`src/rtl/rst_seq.sv`:
```
// rst_seq: reset sequencer downstream of the PLL / clock divider.
// Waits for a filtered PLL lock, then releases STAGES active-low reset
// domains one at a time (bit 0 first), HOLD_CYCLES apart. Drops every
// domain on lock loss. A handshaked software request re-sequences from RUN
// and is acknowledged with a one-cycle pulse once RUN is reached again.
// Optional feature macro: RST_SEQ_REVERSE_ASSERT_EN. When defined, a
// software reset drops the stages highest-first, HOLD_CYCLES apart.
// Reset is synchronous and active-low (n_reset).
module rst_seq #(
  parameter int STAGES      = 3,
  parameter int HOLD_CYCLES = 16,
  parameter int LOCK_FILTER = 8
) (
  input  logic              clk,
  input  logic              n_reset,
  input  logic              pll_lock,
  input  logic              sw_rst_req,
  output logic              sw_rst_ack,
  output logic [STAGES-1:0] n_rst_out,
  output logic              ready
);

  typedef enum logic [1:0] {
    S_WAIT_LOCK,
    S_RELEASE,
    S_RUN,
    S_ASSERT
  } state_e;

  localparam logic [15:0] HOLD_TERM = 16'(HOLD_CYCLES);
  localparam logic [7:0]  FILT_TERM = 8'(LOCK_FILTER);
  localparam logic [2:0]  LAST_IDX  = 3'(STAGES - 1);

  // Synchroniser and request edge register.
  logic lock_meta_q;
  logic lock_s_q;
  logic req_q;

  // FSM state and registered outputs.
  state_e            state_q,   state_d;
  logic [7:0]        filt_q,    filt_d;
  logic [15:0]       hold_q,    hold_d;
  logic [2:0]        idx_q,     idx_d;
  logic              pending_q, pending_d;
  logic [STAGES-1:0] n_rst_q,   n_rst_d;
  logic              ready_q,   ready_d;
  logic              ack_q,     ack_d;

  logic req_edge;

  // Two-flop lock synchroniser plus a registered copy of the request level.
  always_ff @(posedge clk) begin
    // NOTE: sequential state uses non-blocking assignments so every flop
    // samples the pre-edge value of its neighbours, whatever the block order.
    if (!n_reset) begin
      lock_meta_q <= 1'b0;
      lock_s_q    <= 1'b0;
      req_q       <= 1'b0;
    end else begin
      lock_meta_q <= pll_lock;
      lock_s_q    <= lock_meta_q;
      req_q       <= sw_rst_req;
    end
  end

  assign req_edge = sw_rst_req & ~req_q;

  // Next-state logic: lock filter, stage release, lock loss, software reset.
  always_comb begin
    // NOTE: every signal assigned here gets a default first, so no path can
    // leave one unassigned and infer a latch.
    state_d   = state_q;
    filt_d    = filt_q;
    hold_d    = hold_q;
    idx_d     = idx_q;
    pending_d = pending_q;
    n_rst_d   = n_rst_q;
    ready_d   = ready_q;
    ack_d     = 1'b0;

    if (state_q == S_WAIT_LOCK) begin
      if (!lock_s_q) begin
        filt_d = '0;
      end else if (filt_q + 8'd1 == FILT_TERM) begin
        state_d = S_RELEASE;
        filt_d  = '0;
        hold_d  = '0;
        idx_d   = '0;
      end else begin
        filt_d = filt_q + 8'd1;
      end
    end else begin
      // A request seen in RUN is remembered even if lock loss wins this edge.
      if (state_q == S_RUN && req_edge) begin
        pending_d = 1'b1;
      end

      if (!lock_s_q) begin
        state_d = S_WAIT_LOCK;
        n_rst_d = '0;
        ready_d = 1'b0;
        filt_d  = '0;
        hold_d  = '0;
        idx_d   = '0;
      end else begin
        case (state_q)
          S_RELEASE: begin
            if (hold_q + 16'd1 == HOLD_TERM) begin
              hold_d  = '0;
              n_rst_d = (n_rst_q << 1) | STAGES'(1);
              idx_d   = idx_q + 3'd1;
              if (idx_q == LAST_IDX) begin
                state_d = S_RUN;
                ready_d = 1'b1;
                idx_d   = '0;
                if (pending_q) begin
                  ack_d     = 1'b1;
                  pending_d = 1'b0;
                end
              end
            end else begin
              hold_d = hold_q + 16'd1;
            end
          end

          S_RUN: begin
            if (req_edge) begin
              state_d = S_ASSERT;
              ready_d = 1'b0;
              hold_d  = '0;
`ifdef RST_SEQ_REVERSE_ASSERT_EN
              // Highest stage drops now; idx counts the stages still up.
              n_rst_d = n_rst_q >> 1;
              idx_d   = LAST_IDX;
`else
              n_rst_d = '0;
              idx_d   = '0;
`endif
            end
          end

          S_ASSERT: begin
            if (hold_q + 16'd1 == HOLD_TERM) begin
              hold_d = '0;
              if (idx_q != 3'd0) begin
                // Reverse assert only: drop the next lower stage.
                idx_d   = idx_q - 3'd1;
                n_rst_d = n_rst_q >> 1;
              end else begin
                state_d = S_RELEASE;
              end
            end else begin
              hold_d = hold_q + 16'd1;
            end
          end

          default: begin
          end
        endcase
      end
    end
  end

  // FSM and output registers.
  always_ff @(posedge clk) begin
    if (!n_reset) begin
      state_q   <= S_WAIT_LOCK;
      filt_q    <= '0;
      hold_q    <= '0;
      idx_q     <= '0;
      pending_q <= 1'b0;
      n_rst_q   <= '0;
      ready_q   <= 1'b0;
      ack_q     <= 1'b0;
    end else begin
      state_q   <= state_d;
      filt_q    <= filt_d;
      hold_q    <= hold_d;
      idx_q     <= idx_d;
      pending_q <= pending_d;
      n_rst_q   <= n_rst_d;
      ready_q   <= ready_d;
      ack_q     <= ack_d;
    end
  end

  assign n_rst_out  = n_rst_q;
  assign ready      = ready_q;
  assign sw_rst_ack = ack_q;

endmodule
```
`config.mk`:
```
export PLATFORM = sky130hd
export DESIGN_NAME = rst_seq
export DESIGN_NICKNAME = d
export VERILOG_FILES = /design/src/rtl/rst_seq.sv
export SDC_FILE = /design/constraint.sdc
export NUM_CORES = 1
export LEC_CHECK = 0
export ABC_AREA = 1
export CAP_MARGIN = 0
export CORE_MARGIN = 10
export CORE_UTILIZATION = 57
export CTS_BUF_LIST = sky130_fd_sc_hd__clkbuf_8
export CTS_CLUSTER_SIZE = 28
export DETAILED_ROUTE_END_ITERATION = 7
export PLACE_DENSITY = 0.78
export SYNTH_ARGS = -nofsm -noshare
export SYNTH_HDL_FRONTEND = slang
export SYNTH_SLANG_ARGS = --single-unit
```
`constraint.sdc`:
```
create_clock -name clk -period 2 [get_ports clk]
set_clock_uncertainty 0.2 [all_clocks]
set_input_delay 0.4 -clock clk [delete_from_list [all_inputs] [get_ports clk]]
set_output_delay 0.4 -clock clk [all_outputs]
set_load 0.005 [all_outputs]
```
==> flow_summary_export.csv, run 1 <==
group,metric,value,unit
synth,synth-seq-cells,38,
floorplanning,die-height,85.81,um
clock_network,htreeDepth,2,
hold_path,whs_path_depth,2,
synth,ys_seq_area_share,30.82,%
timing,setup_viol,25,
critical_path,cp.required,1.99,ns
clock_network,cts_buffer_depth,2,
floorplanning,io_pins,9,
pwr,peakVddDrop,0.3852,mV
synth,synthArstFlopShare,0,%
clock_network,cts_tree,"yes",
grt,antenna_found_initial,0,
floorplanning,dieArea,0.007363,sq mm
pwr,p_per_area,475.0,mW/mm^2
run,max-cap-violations,0,
timing,slew_viol_final,0,
timing,fmax,437.1,MHz
synth,ys.flop_type,"dfxtp_1",
place,gp_congestion,0.9481,
synth,mappedNetlistArea,0.002469,sq mm
timing,hold_viol_final,0,
detailed_routing,firstDrtPassIters,5,
final_layout,diodes,0,
critical_path,end_kind,"flip-flop",
timing,setup_slack,-0.2877,ns
synth,avgSynthCellArea,6.234,sq um
final_layout,final_cell_mix,"116 x nand2_1, 52 x buf_4, 46 x inv_1",
critical_path,path_class,"reg2reg",
synth,yosysWarnings,0,
timing,slew_headroom,69.69,%
critical_path,crit_fanout,7,
critical_path,rr_worst_depth,13,
detailed_routing,totalWireLength,7992,um
clock_network,clkTransAtPathRegs,0.09,ns
grt,grt_max_degree,14,
synth,synth-edff-count,0,
final_layout,finalCoreUtilization,83.62,%
synth,syn_inst,396,
detailed_routing,route.detailed.drc,0,
floorplanning,start_util,60.41,%
timing,post-route-period-util,114.4,%
place,dp_slack,-0.2011,ns
final_layout,final_common_cell,"nand2_1",
synth,synthTopCellsByArea,"dfxtp_1 31%, nand2_1 20%, inv_1 7.3%, nor2_1 6.4%, nand3_1 6.1%",
grt,gr-usage-all-layers,19.96,%
grt,grt_pass1_wl,12110,um
synth,synth_fp_nets,408,
clock_network,clk-insertion-delay-late,0.31,ns
final_layout,syn_to_final_growth,38.42,%
place,io_buffers,8,
floorplanning,rows,23,
critical_path,arrival,2.28,ns
detailed_routing,ant_nets,0,
synth,synthDistinctLibCells,32,
final_layout,drive_above_1_share,30.97,%
synth,synth_top_area_cell,"dfxtp_1",
place,dp_hpwl,4662,um
grt,grt_pass1_vias,2675,
final_layout,layoutNonFillerInstCount,515,
clock_network,cts-buffers-inserted,5,
status,violations,"setup timing",
detailed_routing,vias,2926,
synth,synth_top_cell_area_share,30.82,%
place,placedCellCount,493,
grt,grt_overflow_total,0,
hold_path,hp-class,"reg2reg",
pwr,power.leakage,1.547,nW
critical_path,critPathLaunchType,"flip-flop",
detailed_routing,vias_per_cell,5.682,
timing,rsz0062_at_grt,"yes",
clock_network,cts_sinks,38,
final_layout,nNetsFinal,476,
floorplanning,die_width,85.81,um
detailed_routing,first_iter_violations,365,
clock_network,clockRootBuffer,"clkbuf_8",
status,status,"finished with violations",
floorplanning,core_area,0.004086,sq mm
timing,layout_min_cycle_time,2.288,ns
timing,tightest_slew,0.4541,ns
clock_network,ctsHoldBuffers,0,
detailed_routing,wl_per_cell,15.52,um
final cells by class:
| class | count | area [sq um] |
|---|---|---|
| Multi-Input combinational cell | 303 | 1704 |
| Sequential cell | 38 | 782.0 |
| Fill cell | 247 | 669.4 |
| Timing Repair Buffer | 66 | 538.0 |
| Inverter | 50 | 192.7 |
| Clock buffer | 5 | 68.82 |
| Clock inverter | 3 | 68.82 |
| Tap cell | 50 | 62.56 |
logic make-up after synthesis:
group                      synth area share, %
DFF                                      30.82
AOI/OAI and AO/OA                        10.44
buffers and inverters                    9.173
adders and majority gates                4.055
and+or+nand+nor                          44.80
xor gates and xnor gates                0.7097
path summary, 6_finish.rpt:
path / start / end / slack, ns
max: hold_q[0] / n_rst_out[0] / -0.29
min: lock_meta_q / lock_s_q / 0.21
max reg2reg: hold_q[0] / n_rst_out[0] / -0.29
min reg2reg: lock_meta_q / lock_s_q / 0.21
sequential cells by signal (all words and copies together), names as in the netlist:
name	cells
state_q	2
ready	1
pending_q	1
n_rst_out	3
sw_rst_ack	1
filt_q	8
lock_s_q	1
hold_q	16
lock_meta_q	1
idx_q	3
req_q	1
where the power goes:
part / switching [mW] / internal (mW) / leakage [nW] / total, mW
registers: 0.00363 / 0.755 / 0.312 / 0.759
logic: 0.0340 / 0.0195 / 1.17 / 0.0535
clock network: 0.311 / 0.500 / 0.0683 / 0.811
metal layers:
metal	vias to the layer above	wire [um]	track usage, %
met1	1343	3229	23.30
met4	0	320	7.934
met3	37	535	4.068
met2	149	3907	34.67
li1	1397	-	-
met5	-	0	0
timing repair:
| item | CTS | global route |
|---|---|---|
| endpoints found under the hold margin | 0 | 0 |
| pin swaps | 21 | 16 |
| setup endpoints to repair | 26 | 27 |
| resized for setup | 38 | 31 |
| buffers inserted | 9 | 3 |
| gates cloned | 1 | 1 |
critical path: stages, from the launching register on:
cell and delay (ns):
dfxtp_4 0.38, ha_4 0.15, nand2_4 0.06, nor2_4 0.24, buf_4 0.17, nand3_1 0.08
nand2_2 0.11, nand3_2 0.08, nor2_2 0.17, nand3_4 0.10, nand2_4 0.12, nand2_1 0.11
nand2_1 0.12, a21oi_2 0.07
cell usage after synthesis (2+ instances only):
library cell and count:
nor2_4 2, nand2_1 131, ha_1 8, nand4_1 10, dfxtp_1 38, nand3_1 30, inv_1 48, a31oi_1 2
nor2_2 13, nand2_4 4, nand3_2 2, nor3_1 2, o21ai_0 26, clkbuf_1 3, or2_2 2, a21oi_1 15
nor2_1 42, nand2_2 4
per-stage QoR:
| stage | hold WS [ns] | power [mW] | TNS [ns] | instance area, sq um |
|---|---|---|---|---|
| 6_report | 0.2063 | 1.623 | -6.039 | 3417 |
| 2_1_floorplan | 0.1905 | 0.8044 | -0.4222 | 2499 |
| 3_5_place_dp | 0.1997 | 0.8198 | -4.139 | 2940 |
| 3_3_place_gp | 0.1958 | 0.8189 | -3.090 | 2940 |
| 4_1_cts | 0.2119 | 1.625 | -1.622 | 3282 |
| 5_1_grt | 0.2446 | 1.667 | -7.901 | 3417 |
No activity file was read; power rests on OpenSTA's default activity.
==> run 2, diff against run 1 <==
--- a/config.mk
+++ b/config.mk
@@ -13,6 +13,8 @@
 export CTS_CLUSTER_SIZE = 28
 export DETAILED_ROUTE_END_ITERATION = 7
 export PLACE_DENSITY = 0.78
+export SLEW_MARGIN = 20
 export SYNTH_ARGS = -nofsm -noshare
 export SYNTH_HDL_FRONTEND = slang
 export SYNTH_SLANG_ARGS = --single-unit
+export TNS_END_PERCENT = 5
==> run 2 against run 1 <==
  * The run still ends with setup timing left
  * Sequential share of layout area up 0.97 points
  * Die area unchanged
  * Sequential cell count unchanged
  * Global-route usage down 2.6 points
  * Total power down 10%
  * Non-clock buffer count down 1
  * First-iteration DRC count down 44%
  * Critical path depth up 2
  * Setup slack better by 0.094 ns
  * Via count down 6.5%
  * Wire length down 18%
  * Count of clock-buffer cells in the layout unchanged
==> flow_summary_export.csv, run 2 (same netlist as run 1, synthesis figures left out) <==
group,metric,value,unit
detailed_routing,ant_nets,0,
final_layout,final_common_cell,"nand2_1",
grt,grt_pass1_vias,2535,
critical_path,crit_fanout,7,
place,dp_hpwl,4593,um
clock_network,clockRootBuffer,"clkbuf_8",
timing,rsz0062_at_grt,"yes",
run,max-cap-violations,0,
final_layout,fillCellCount,284,
final_layout,regMostFlops,"hold_q",
timing,tightest_slew,0.4355,ns
detailed_routing,totalWireLength,6593,um
clock_network,cts_buffer_depth,2,
detailed_routing,vias,2735,
pwr,p_per_area,442.0,mW/mm^2
detailed_routing,firstDrtPassIters,4,
pwr,p_clk_share,44.9,%
place,io_buffers,8,
pwr,p_int,1.136,mW
floorplanning,die_width,85.81,um
detailed_routing,first_iter_violations,204,
timing,slew_viol_final,0,
floorplanning,rows,23,
pwr,pwr-share-comb,3.1,%
hold_path,whs_path_depth,2,
status,violations,"setup timing",
critical_path,critPathLaunchType,"flip-flop",
timing,slew_headroom,70.94,%
clock_network,htreeDepth,2,
timing,setup_slack,-0.1938,ns
grt,antenna_found_initial,0,
final_layout,largest_reg_flops,16,
timing,post-route-period-util,109.7,%
pwr,power.leakage,1.510,nW
timing,fmax,455.8,MHz
clock_network,clk-insertion-delay-late,0.30,ns
critical_path,arrival,2.19,ns
critical_path,path_class,"reg2reg",
floorplanning,core_area,0.004086,sq mm
grt,grt_overflow_total,0,
detailed_routing,route.detailed.drc,0,
final_layout,reg_top3,"hold_q (16), filt_q (8)",
grt,grt_max_degree,16,
timing,hold_viol_final,0,
critical_path,r2r_setup_slack,-0.19,ns
detailed_routing,vias_per_cell,5.331,
pwr,p_seq_share,52.0,%
critical_path,cp.required,2.00,ns
timing,tns,-2.554,ns
timing,hold_slack,0.2075,ns
clock_network,clkTransAtPathRegs,0.08,ns
timing,setup_viol,25,
hold_path,hp-class,"reg2reg",
clock_network,cts_sinks,38,
final_layout,syn_to_final_growth,33.40,%
final_layout,final_cell_area,0.003293,sq mm
pwr,p_sw,0.3201,mW
place,place_area,0.003015,sq mm
status,status,"finished with violations",
critical_path,rr_worst_depth,15,
timing,layout_min_cycle_time,2.194,ns
clock_network,cts_tree,"yes",
grt,gr-usage-all-layers,17.38,%
place,gp_congestion,1.006,
critical_path,end_kind,"flip-flop",
final_layout,diodes,0,
floorplanning,io_pins,9,
pwr,peakVddDrop,0.3793,mV
final_layout,nNetsFinal,474,
final_layout,final_cell_mix,"121 x nand2_1, 52 x buf_4, 49 x inv_1",
floorplanning,start_util,60.41,%
floorplanning,dieArea,0.007363,sq mm
clock_network,cts-buffers-inserted,5,
detailed_routing,wl_per_cell,12.85,um
grt,grt_pass1_wl,10910,um
final_layout,drive_above_1_share,28.51,%
floorplanning,die-height,85.81,um
pwr,swShare,21.99,%
==> run 2: repair_timing <==
| action | CTS | global route |
|---|---|---|
| hold endpoints to repair | 0 | 0 |
| setup buffers | 2 | 0 |
| pin swaps | 14 | 9 |
| endpoints found under the setup margin | 25 | 27 |
| hold buffers | 0 | 0 |
| cloned | 0 | 0 |
| gates resized for setup | 27 | 34 |
==> run 2: worst paths after layout <==
| kind | endpoint | startpoint |
|---|---|---|
| worst max-delay path | state_q[1] | hold_q[0] |
| worst min-delay path | lock_s_q | lock_meta_q |
| worst max register to register | state_q[1] | hold_q[0] |
| worst min register to register | lock_s_q | lock_meta_q |
==> run 2: metrics by stage <==
stage	instances	worst slack (ns)	total power, mW	utilization (%)
floorplan	396	-0.04500	0.8044	-
global placement	503	-0.1996	0.8210	73.79
detailed placement	503	-0.2351	0.8211	73.79
CTS	513	-0.1104	1.456	78.63
global route	513	-0.3063	1.489	80.59
finish	513	-0.1938	1.456	80.59
==> run 2: area by class of cell <==
type,count,area [sq um],area share [%]
multi-input cells,302,1617,49.09
repair buffers,65,530.5,16.11
flip-flops and latches,38,785.8,23.86
clock buffers,5,68.82,2.090
well taps,50,62.56,1.900
clock inverters,3,37.54,1.140
inverters,50,191.4,5.813
==> run 2: power by group through the flow <==
stage	Sequential, mW	Clock (mW)	Combinational, mW
3_5_place_dp	0.779	0	0.0425
4_1_cts	0.761	0.650	0.0448
6_report	0.757	0.653	0.0457
5_1_grt	0.758	0.681	0.0501
2_1_floorplan	0.779	0	0.0256
3_3_place_gp	0.779	0	0.0423
==> run 2: metal layers <==
metal | global-route usage [%] | up-vias | share of wire [%]
met5 | 0 | - | 0
met4 | 6.737 | 0 | 2.0
li1 | - | 1393 | -
met2 | 29.29 | 79 | 48
met1 | 20.87 | 1243 | 46
met3 | 3.879 | 20 | 4.6
==> run 2: worst max-delay path, stage by stage (launching register included) <==
cell,delay (ns)
dfxtp_4,0.37
ha_4,0.15
nand2_4,0.05
nor2_4,0.19
buf_4,0.15
nand3_1,0.07
nand2_1,0.06
nand2_1,0.08
nor2_1,0.11
nand2_1,0.07
nor2_2,0.11
nand2_2,0.10
nand2_2,0.09
nand3_1,0.12
nor2_1,0.13
nor2_1,0.06
